$ cat config.mk
export PLATFORM = sky130hd
export DESIGN_NAME = shift_unit_arbiter
export DESIGN_NICKNAME = d
export VERILOG_FILES = /design/src/rtl/shift_arb_pkg.sv /design/src/rtl/rr_arb2.sv /design/src/rtl/shift_unit_arbiter.sv
export SDC_FILE = /design/constraint.sdc
export NUM_CORES = 1
export LEC_CHECK = 0
export CORE_ASPECT_RATIO = 0.75
export CORE_MARGIN = 2
export CORE_UTILIZATION = 38
export DETAILED_ROUTE_END_ITERATION = 16
export HOLD_SLACK_MARGIN = 0.05
export PLACE_DENSITY = 0.84
export SYNTH_ARGS = -nofsm -noshare
export SYNTH_HDL_FRONTEND = slang
export SYNTH_SLANG_ARGS = --single-unit
$ cat constraint.sdc
create_clock -name CLK -period 3.6 [get_ports CLK]
set_clock_uncertainty 0.15 [all_clocks]
set_input_delay 0.9 -clock CLK [delete_from_list [all_inputs] [get_ports CLK]]
set_output_delay 0.9 -clock CLK [all_outputs]
set_load 0.02 [all_outputs]
$ cat src/rtl/shift_arb_pkg.sv
// Shared definitions for the shift-unit arbiter.
//   arb_state_t : arbiter FSM states (IDLE / EXEC / RESP)
//   sh_req_t    : one requester's shifter operands bundled together
//   FUNC_RRX    : function select for shift-by-1 through carry
//   WIDTH/DIST_W: operand and distance widths of the shared shifter
//   onehot2()   : requester index -> 2-bit one-hot select
package shift_arb_pkg;

  localparam int WIDTH  = 32;
  localparam int DIST_W = 5;

  localparam logic [1:0] FUNC_RRX = 2'b11;

  typedef enum logic [1:0] {
    IDLE = 2'd0,
    EXEC = 2'd1,
    RESP = 2'd2
  } arb_state_t;

  typedef struct packed {
    logic [WIDTH-1:0]  operand;
    logic [DIST_W-1:0] distance;
    logic [1:0]        func;
    logic              cin;
  } sh_req_t;

  function automatic logic [1:0] onehot2(input logic idx);
    return idx ? 2'b10 : 2'b01;
  endfunction

endpackage

$ cat src/rtl/rr_arb2.sv
// Two-input round-robin grant with priority pointer.
//   clk, rst      : clock, asynchronous active-high reset
//   req[1:0]      : raw request valids
//   mask[1:0]     : eligibility mask (owner-only while a lock is held)
//   accept        : the current grant is being taken this cycle
//   ptr_load      : overwrite the pointer with ptr_load_val
//   gnt[1:0]      : one-hot grant among eligible requesters
//   gnt_id        : index of the granted requester
//   any_gnt       : at least one eligible requester
// The pointer only moves on contention: the winner is the pointer requester
// and the pointer flips to the loser. A lone requester does not move it.
import shift_arb_pkg::*;

module rr_arb2 #(
  parameter logic RR_INIT = 1'b0
) (
  input  logic       clk,
  input  logic       rst,
  input  logic [1:0] req,
  input  logic [1:0] mask,
  input  logic       accept,
  input  logic       ptr_load,
  input  logic       ptr_load_val,
  output logic [1:0] gnt,
  output logic       gnt_id,
  output logic       any_gnt
);

  logic       ptr_q;
  logic [1:0] req_eff;

  assign req_eff = req & mask;

  always_comb begin
    gnt_id = 1'b0;
    case (req_eff)
      2'b01:   gnt_id = 1'b0;
      2'b10:   gnt_id = 1'b1;
      2'b11:   gnt_id = ptr_q;
      default: gnt_id = 1'b0;
    endcase
  end

  assign any_gnt = |req_eff;
  assign gnt     = any_gnt ? onehot2(gnt_id) : 2'b00;

  always_ff @(posedge clk or posedge rst) begin
    if (rst) begin
      ptr_q <= RR_INIT;
    end else if (ptr_load) begin
      ptr_q <= ptr_load_val;
    end else if (accept && (&req_eff)) begin
      ptr_q <= ~ptr_q;
    end
  end

endmodule

$ cat src/rtl/shift_unit_arbiter.sv
// Shares one external right-shift datapath between two requesters
// (0 = execute stage, 1 = address/immediate unit).
//   CLK, RESET            : clock, asynchronous active-high reset
//   REQn_VALID/READY      : request handshake, READY only in IDLE
//   REQn_OPERAND/DISTANCE/FUNC/CIN : operands forwarded to the shifter
//   REQn_LOCK             : keep the grant for the next op
//   RSPn_VALID/READY      : response handshake for requester n
//   RSP_RESULT, RSP_COUT  : captured shifter result, shared by both channels
//   SH_OP_IN/DISTANCE/FUNC_SEL/CIN : registered shifter inputs
//   SH_RESULT, SH_COUT    : combinational shifter outputs
// Optional feature macro: SHIFT_ARB_LOCK_EN enables grant locking with a
// LOCK_MAX consecutive-grant limit; without it REQn_LOCK is ignored.
import shift_arb_pkg::*;

module shift_unit_arbiter #(
  parameter logic RR_INIT  = 1'b0,
  parameter int   LOCK_MAX = 4
) (
  input  logic              CLK,
  input  logic              RESET,
  input  logic              REQ0_VALID,
  output logic              REQ0_READY,
  input  logic [WIDTH-1:0]  REQ0_OPERAND,
  input  logic [DIST_W-1:0] REQ0_DISTANCE,
  input  logic [1:0]        REQ0_FUNC,
  input  logic              REQ0_CIN,
  input  logic              REQ0_LOCK,
  input  logic              REQ1_VALID,
  output logic              REQ1_READY,
  input  logic [WIDTH-1:0]  REQ1_OPERAND,
  input  logic [DIST_W-1:0] REQ1_DISTANCE,
  input  logic [1:0]        REQ1_FUNC,
  input  logic              REQ1_CIN,
  input  logic              REQ1_LOCK,
  output logic              RSP0_VALID,
  input  logic              RSP0_READY,
  output logic              RSP1_VALID,
  input  logic              RSP1_READY,
  output logic [WIDTH-1:0]  RSP_RESULT,
  output logic              RSP_COUT,
  output logic [WIDTH-1:0]  SH_OP_IN,
  output logic [DIST_W-1:0] SH_DISTANCE,
  output logic [1:0]        SH_FUNC_SEL,
  output logic              SH_CIN,
  input  logic [WIDTH-1:0]  SH_RESULT,
  input  logic              SH_COUT
);

  arb_state_t state_q, state_d;

  sh_req_t    req0_f, req1_f, req_sel, sh_p0;
  logic       owner_p0;
  logic [WIDTH-1:0] result_p1;
  logic       cout_p1;
  logic [1:0] vld_p1;

  logic [1:0] arb_req, arb_mask, gnt;
  logic       gnt_id, any_gnt;
  logic       accept, rsp_done, owner_rsp_ready;
  logic       ptr_load, ptr_load_val;

  assign req0_f  = {REQ0_OPERAND, REQ0_DISTANCE, REQ0_FUNC, REQ0_CIN};
  assign req1_f  = {REQ1_OPERAND, REQ1_DISTANCE, REQ1_FUNC, REQ1_CIN};
  assign req_sel = gnt_id ? req1_f : req0_f;
  assign arb_req = {REQ1_VALID, REQ0_VALID};

  assign owner_rsp_ready = owner_p0 ? RSP1_READY : RSP0_READY;

  rr_arb2 #(.RR_INIT(RR_INIT)) u_rr_arb2 (
    .clk          (CLK),
    .rst          (RESET),
    .req          (arb_req),
    .mask         (arb_mask),
    .accept       (accept),
    .ptr_load     (ptr_load),
    .ptr_load_val (ptr_load_val),
    .gnt          (gnt),
    .gnt_id       (gnt_id),
    .any_gnt      (any_gnt)
  );

  // FSM: state register
  always_ff @(posedge CLK or posedge RESET) begin
    if (RESET) begin
      state_q <= IDLE;
    end else begin
      state_q <= state_d;
    end
  end

  // FSM: next state
  always_comb begin
    state_d = state_q;
    case (state_q)
      IDLE:    if (any_gnt) state_d = EXEC;
      EXEC:    state_d = RESP;
      RESP:    if (owner_rsp_ready) state_d = IDLE;
      default: state_d = IDLE;
    endcase
  end

  // FSM: outputs. READY is forced low while RESET is held so every output
  // reads 0 during reset, even with a requester already valid.
  always_comb begin
    accept     = (state_q == IDLE) && any_gnt && !RESET;
    REQ0_READY = accept && gnt[0];
    REQ1_READY = accept && gnt[1];
    rsp_done   = (state_q == RESP) && owner_rsp_ready;
  end

  // Stage p0: granted operands registered into the shifter
  always_ff @(posedge CLK or posedge RESET) begin
    if (RESET) begin
      sh_p0    <= '0;
      owner_p0 <= 1'b0;
    end else if (accept) begin
      sh_p0    <= req_sel;
      owner_p0 <= gnt_id;
    end
  end

  assign SH_OP_IN    = sh_p0.operand;
  assign SH_DISTANCE = sh_p0.distance;
  assign SH_FUNC_SEL = sh_p0.func;
  assign SH_CIN      = sh_p0.cin;

  // Stage p1: shifter result captured and held until the owner consumes it
  always_ff @(posedge CLK or posedge RESET) begin
    if (RESET) begin
      result_p1 <= '0;
      cout_p1   <= 1'b0;
      vld_p1    <= 2'b00;
    end else if (state_q == EXEC) begin
      result_p1 <= SH_RESULT;
      cout_p1   <= SH_COUT;
      vld_p1    <= onehot2(owner_p0);
    end else if (rsp_done) begin
      vld_p1    <= 2'b00;
    end
  end

  assign RSP_RESULT = result_p1;
  assign RSP_COUT   = cout_p1;
  assign RSP0_VALID = vld_p1[0];
  assign RSP1_VALID = vld_p1[1];

`ifdef SHIFT_ARB_LOCK_EN
  localparam int CNT_W = $clog2(LOCK_MAX + 1);

  logic             locked_q;
  logic [CNT_W-1:0] lock_cnt_q;
  logic             owner_valid, owner_lock, lock_hold, lock_forced;

  assign owner_valid = owner_p0 ? REQ1_VALID : REQ0_VALID;
  assign owner_lock  = owner_p0 ? REQ1_LOCK  : REQ0_LOCK;

  // The lock only binds while the owner keeps requesting; an idle owner
  // releases it in the same cycle so the other side can be granted at once.
  assign lock_hold   = locked_q && owner_valid;
  assign arb_mask    = lock_hold ? onehot2(owner_p0) : 2'b11;

  // lock_cnt_q counts consecutive grants to the owner, first grant included.
  assign lock_forced  = rsp_done && owner_lock && (lock_cnt_q >= CNT_W'(LOCK_MAX));
  assign ptr_load     = lock_forced;
  assign ptr_load_val = ~owner_p0;

  always_ff @(posedge CLK or posedge RESET) begin
    if (RESET) begin
      locked_q   <= 1'b0;
      lock_cnt_q <= '0;
    end else if (accept) begin
      locked_q   <= lock_hold;
      lock_cnt_q <= lock_hold ? lock_cnt_q + 1'b1 : CNT_W'(1);
    end else if (rsp_done) begin
      if (owner_lock && (lock_cnt_q < CNT_W'(LOCK_MAX))) begin
        locked_q <= 1'b1;
      end else begin
        locked_q   <= 1'b0;
        lock_cnt_q <= '0;
      end
    end else if ((state_q == IDLE) && locked_q && !owner_valid) begin
      locked_q   <= 1'b0;
      lock_cnt_q <= '0;
    end
  end
`else
  localparam int unused_lock_max = LOCK_MAX;
  logic unused_lock;

  assign unused_lock  = ^{REQ0_LOCK, REQ1_LOCK};
  assign arb_mask     = 2'b11;
  assign ptr_load     = 1'b0;
  assign ptr_load_val = 1'b0;
`endif

`ifndef SYNTHESIS
  // Requesters must hold VALID and operands steady until accepted.
  a_req0_hold: assert property (@(posedge CLK) disable iff (RESET)
    (REQ0_VALID && !REQ0_READY) |=> (REQ0_VALID && $stable(req0_f)));
  a_req1_hold: assert property (@(posedge CLK) disable iff (RESET)
    (REQ1_VALID && !REQ1_READY) |=> (REQ1_VALID && $stable(req1_f)));
`endif

endmodule
==> results of run 1 <==
[report_power, final]
| part | switching, µW | internal, µW | leakage (µW) |
|---|---|---|---|
| Sequential | 269 | 1320 | 0.000976 |
| Clock | 353 | 555 | 0.000138 |
| Combinational | 1200 | 1170 | 0.00153 |
[tightest hold or removal path: stages, from the launching register on]
cell and delay (ps):
dfrtp_1 340, nand2_1 50, nand2_1 50
[cells by family after synthesis]
| kind of cell | share of synthesized area [%] |
|---|---|
| XOR/XNOR | 0.260 |
| AND/OR/NAND/NOR | 21.7 |
| AO/OA/AOI/OAI | 13.5 |
| buffers and inverters | 5.83 |
| flip-flops | 58.7 |
[sequential cells by signal, summed over array words and instances, names as in the netlist]
signal and count:
RSP_RESULT 32, SH_OP_IN 32, SH_DISTANCE 5, SH_FUNC_SEL 2
state_q 2, vld_p1 2, RSP_COUT 1, SH_CIN 1
owner_p0 1, u_rr_arb2.ptr_q 1
[metrics by stage]
step	area [µm²]	std cells	setup WS [ps]	util, %	hold slack (ps)
6_report	5660	615	82.6	66.4	324
5_1_grt	5660	615	3.22	66.4	354
4_1_cts	5660	615	60.2	66.4	325
3_5_place_dp	5360	599	70.1	62.8	311
3_3_place_gp	5360	599	101	62.8	306
2_1_floorplan	3370	313	527	-	308
[final cells by class]
| class | count | area, µm² |
|---|---|---|
| fillers | 697 | 2870 |
| repair buffers | 204 | 2030 |
| flip-flops and latches | 79 | 1980 |
| multi-input cells | 205 | 1200 |
| clock buffers | 11 | 243 |
| well taps | 108 | 135 |
| clock inverters | 5 | 57.6 |
| inverters | 3 | 12.5 |
[cells in the final DEF (no fill, tap or decap), drive strengths merged, types with 3 or more instances in the layout]
cell type      instances
nand2                103
clkdlybuf4s50        195
a221o                 40
clkbuf                11
dfrtp                 79
clkinvlp               3
and3                  41
buf                    9
nor2b                  3
a21oi                  4
[layer usage]
layer | vias to the layer above | GRT usage, % | part of all wire [%]
met5 | - | 0 | 0
met4 | 0 | 6.87 | 1.7
met3 | 13 | 6.01 | 7.9
met2 | 144 | 36.8 | 49
met1 | 1557 | 27.6 | 41
li1 | 1478 | - | -
[synth_stat cells, drive strengths merged]
| master | n | area [µm²] |
|---|---|---|
| clkbuf | 6 | 22.5 |
| and2 | 1 | 6.26 |
| a221oi | 1 | 8.76 |
| xnor2 | 1 | 8.76 |
| a21oi | 4 | 20.0 |
| nor4b | 1 | 23.8 |
| nand2b | 2 | 12.5 |
| a21o | 1 | 7.51 |
| a221o | 40 | 400 |
| buf | 20 | 163 |
| nand2 | 103 | 387 |
| inv | 3 | 11.3 |
| nand3b | 1 | 7.51 |
| nor2b | 3 | 18.8 |
| and3 | 41 | 257 |
| a311oi | 1 | 8.76 |
| nor2 | 1 | 3.75 |
| o21ai | 2 | 10.0 |
| dfrtp | 79 | 1980 |
| nor3 | 2 | 15.0 |
[final timing paths]
| check | end | startpoint | depth (start not counted) |
|---|---|---|---|
| setup / recovery | REQ0_READY | RESET | 4 |
| hold / removal | RSP_RESULT[23] | RSP_RESULT[23] | 2 |
| setup reg to reg | RSP_RESULT[24] | state_q[0] | 4 |
| hold reg to reg | RSP_RESULT[23] | RSP_RESULT[23] | 2 |
| max in group asynchronous | state_q[0] | RESET | 3 |
| min in group asynchronous | SH_OP_IN[6] | RESET | 2 |
==> impl_metrics.env, run 1 <==
export IMPL_hold_path_class="reg -> reg"
export IMPL_n_antenna_cell=0
export IMPL_cpPeakStageDelay_ps=630
export IMPL_post_cts_setup_buffers=0
export IMPL_cts_made_buffers=9
export IMPL_synth_cell_area_mm2=0.00337
export IMPL_hold_buffers=0
export IMPL_final_max_slew_violation_count=0
export IMPL_die_area_mm2=0.00964
export IMPL_crit_type="in -> out"
export IMPL_start_util_pct=39.5
export IMPL_end_kind="primary output"
export IMPL_clk_pin_slew_ps=60
export IMPL_cp_arrival_ps=2470
export IMPL_critPathMaxFanout=3
export IMPL_period_share_pct=97.7
export IMPL_slowest_stage="clkdlybuf4s50_1"
export IMPL_synth_nets=434
export IMPL_syn_area_per_cell_um2=10.8
export IMPL_synth_seq_cells=79
export IMPL_slew_headroom_pct=26.3
export IMPL_drive_gt1_share_pct=5.72
export IMPL_drt_first_pass_iters=4
export IMPL_drc_errors=0
export IMPL_setup_viol=0
export IMPL_cts_repair_resized=0
export IMPL_path_cells="clkdlybuf4s50_1, nor3_2, and3_1, clkdlybuf4s50_1"
export IMPL_root_buffer="clkbuf_16"
export IMPL_r2r_slack_ps=1470
export IMPL_netlist_instances=313
export IMPL_cp_top_family="buffers and inverters"
export IMPL_core_area_mm2=0.00853
export IMPL_vias_per_cell=5.19
export IMPL_ys_seq_area_share_pct=58.7
export IMPL_status="completed"
export IMPL_grt_max_degree=42
export IMPL_overflow=0
export IMPL_ios=198
export IMPL_drtIter0Drc=209
export IMPL_dp_hpwl_um=7520
export IMPL_power_density_mw_per_mm2=860
export IMPL_clk_latency_ps=320
export IMPL_route_detailed_wl_per_inst_um=16.9
export IMPL_required_ps=2550
export IMPL_grt_pass1_wl_um=16600
export IMPL_die_width_um=113
export IMPL_finalSetupTns_ps=0
export IMPL_syn_to_final_growth_pct=68.0
export IMPL_htreeDepth=3
export IMPL_grt_pass1_vias=3267
export IMPL_hold_viol=0
export IMPL_routed_wl_um=10400
export IMPL_power_uw=4870
export IMPL_max_cap_violations=0
export IMPL_drt_antenna_violating_nets=0
export IMPL_startpoint_type="input port"
export IMPL_yosysUniqueCellTypes=23
export IMPL_num_rows=29
export IMPL_rsz0062_at_grt="no"
export IMPL_io_buffers=195
export IMPL_leakagePower_uw=0.00264
export IMPL_crit_path_frequent_cell="clkdlybuf4s50_1"
export IMPL_gr_usage_all_layers_pct=21.8
export IMPL_fmax_ghz=0.284
export IMPL_yosysWarnings=0
export IMPL_ir_drop_v=0.000478
export IMPL_via_count=3192
export IMPL_cts_path_max_buffers=2
export IMPL_nNetsFinal=623
export IMPL_cts_tree="yes"
export IMPL_fin_crit_ps=3520
export IMPL_routabilityCongestion=0.826
export IMPL_die_y_um=85.5
export IMPL_worst_pin_slew_ps=1100
export IMPL_antenna_found_initial=0
export IMPL_cts_sinks=79
export IMPL_cp_buffers_inverters=2
Power figures use the tool's default switching activity.
==> inputs of run 2 (changes only) <==
Settings changed: SKIP_LAST_GASP set to 1.
==> results of run 2 <==
Same layout as run 1: the final DEF is identical, and so are final timing and power.
==> inputs of run 3 (changes only) <==
Settings changed: GPL_TIMING_DRIVEN set to 0.
==> run 3 against run 2 <==
Net effect: fmax grew 1.2%; total power grew 1.7%; core utilization grew 1.6 points; cell area grew 2.4%; sequential share of layout area shrank 0.82 points; critical path type unchanged; highest routed layer unchanged.
==> impl_metrics.env, run 3 (synthesis gave the netlist of run 1 again) <==
export IMPL_via_count=3211
export IMPL_nNetsFinal=642
export IMPL_routed_wl_um=10400
export IMPL_pwr_share_comb_pct=49.9
export IMPL_drtIter0Drc=185
export IMPL_end_kind="primary output"
export IMPL_seq_power_share_pct=31.7
export IMPL_grt_pass1_wl_um=16400
export IMPL_route_detailed_wl_per_inst_um=16.4
export IMPL_cts_sinks=79
export IMPL_final_cell_mix="193 x clkdlybuf4s50_1, 103 x nand2_1, 79 x dfrtp_1"
export IMPL_grt_max_degree=42
export IMPL_io_buffers=195
export IMPL_switching_share_pct=37.0
export IMPL_rsz0062_at_grt="no"
export IMPL_fmax_ghz=0.288
export IMPL_drt_antenna_violating_nets=0
export IMPL_status="completed"
export IMPL_overflow=0
export IMPL_power_frac_clock_pct=18.4
export IMPL_leakagePower_uw=0.00274
export IMPL_internal_power_uw=3120
export IMPL_setup_viol=0
export IMPL_num_rows=29
export IMPL_path_cells="clkdlybuf4s50_1, nor3_2, and3_1, buf_6, buf_6, dlygate4sd2_1"
export IMPL_power_density_mw_per_mm2=855
export IMPL_cts_made_buffers=9
export IMPL_final_core_util_pct=68.0
export IMPL_slew_headroom_pct=67.1
export IMPL_drive_gt1_share_pct=7.81
export IMPL_startpoint_type="input port"
export IMPL_fin_crit_ps=3480
export IMPL_slowest_stage="clkdlybuf4s50_1"
export IMPL_root_buffer="clkbuf_16"
export IMPL_ios=198
export IMPL_period_share_pct=96.6
export IMPL_crit_path_frequent_cell="buf_6"
export IMPL_worst_pin_slew_ps=493
export IMPL_dp_hpwl_um=7920
export IMPL_cpPeakStageDelay_ps=530
export IMPL_gr_usage_all_layers_pct=21.3
export IMPL_core_area_mm2=0.00853
export IMPL_crit_type="in -> out"
export IMPL_htreeDepth=3
export IMPL_max_cap_violations=0
export IMPL_cp_top_family="buffers and inverters"
export IMPL_drt_first_pass_iters=4
export IMPL_drc_errors=0
export IMPL_critPathMaxFanout=10
export IMPL_cts_path_max_buffers=2
export IMPL_final_max_slew_violation_count=0
export IMPL_start_util_pct=39.5
export IMPL_dp_cells=617
export IMPL_hold_path_class="reg -> reg"
export IMPL_layout_commonest_cell="clkdlybuf4s50_1"
export IMPL_power_switching_uw=1830
export IMPL_ir_drop_v=0.000505
export IMPL_antenna_found_initial=0
export IMPL_cts_tree="yes"
export IMPL_clk_pin_slew_ps=50
export IMPL_hold_viol=0
export IMPL_required_ps=2550
export IMPL_routabilityCongestion=0.781
export IMPL_clk_latency_ps=320
export IMPL_die_y_um=85.5
export IMPL_fin_cells=633
export IMPL_n_antenna_cell=0
export IMPL_die_area_mm2=0.00964
export IMPL_cp_arrival_ps=2430
export IMPL_syn_to_final_growth_pct=72.0
export IMPL_cp_buffers_inverters=4
export IMPL_vias_per_cell=5.07
export IMPL_die_width_um=113
export IMPL_grt_pass1_vias=3344
run 3: cell count changes in the layout (fill, tap and decap cells not counted), sizes merged, moves of 2 or more:
cell / before / now
inv: 2 / 4
clkinv: 2 / 0
buf: 9 / 22
clkdlybuf4s50: 195 / 193
clkbuf: 11 / 17
run 3: power groups by stage:
stage          Sequential, µW  Clock (µW)  Combinational [µW]
2_1_floorplan            2050           0                 798
3_3_place_gp             1560           0                2410
3_5_place_dp             1580           0                2480
4_1_cts                  1570         940                2490
5_1_grt                  1620         975                2640
6_report                 1570         911                2470
run 3: cell type report:
cell class | instances | area [µm²]
Fill cell | 673 | 2730
Timing Repair Buffer | 197 | 1980
Sequential cell | 79 | 1980
Multi-Input combinational cell | 205 | 1190
Clock buffer | 11 | 253
Buffer | 26 | 186
Tap cell | 108 | 135
Clock inverter | 4 | 53.8
Inverter | 3 | 13.8
run 3: what timing repair did:
action | in CTS | in global routing
gates resized for setup | 1 | 3
endpoints found under the setup margin | 2 | 1
endpoints found under the hold margin | 0 | 0
setup buffers | 1 | 0
pin swaps | 1 | 0
hold buffers | 0 | 0
run 3: metrics by stage:
step	setup TNS (ps)	setup WS [ps]	cell area (µm²)	power, µW	hold WS (ps)
after CTS	-138	-138	5790	5000	326
after global routing	0	59.1	5790	5240	352
after floorplan	0	527	3370	2850	308
after detailed placement	-422	-310	5480	4060	311
final	0	123	5790	4950	321
after global placement	-65500	-829	5460	3980	309
run 3: path summary, 6_finish.rpt:
path                                     start        endpoint  slack [ps]  cells after the start
worst max register to register      state_q[0]     SH_OP_IN[3]        1760                      5
worst max-delay path                     RESET      REQ0_READY         120                      6
min in group asynchronous                RESET    SH_OP_IN[30]         960                      2
worst min-delay path            RSP_RESULT[30]  RSP_RESULT[30]         320                      2
worst min register to register  RSP_RESULT[30]  RSP_RESULT[30]         320                      2
max in group asynchronous                RESET  RSP_RESULT[20]        1770                      3
run 3: tightest hold or removal path, delay by kind of cell (launching register included):
family | cells | cell delay [ps]
DFF | 1 | 340
and+or+nand+nor | 2 | 100
run 3: layer usage:
layer / up-vias / global-route usage, % / wire length (µm)
li1: 1521 / - / -
met1: 1543 / 27.7 / 4460
met2: 137 / 36.4 / 5040
met3: 10 / 4.45 / 726
met4: 0 / 6.21 / 142
met5: - / 0 / 0
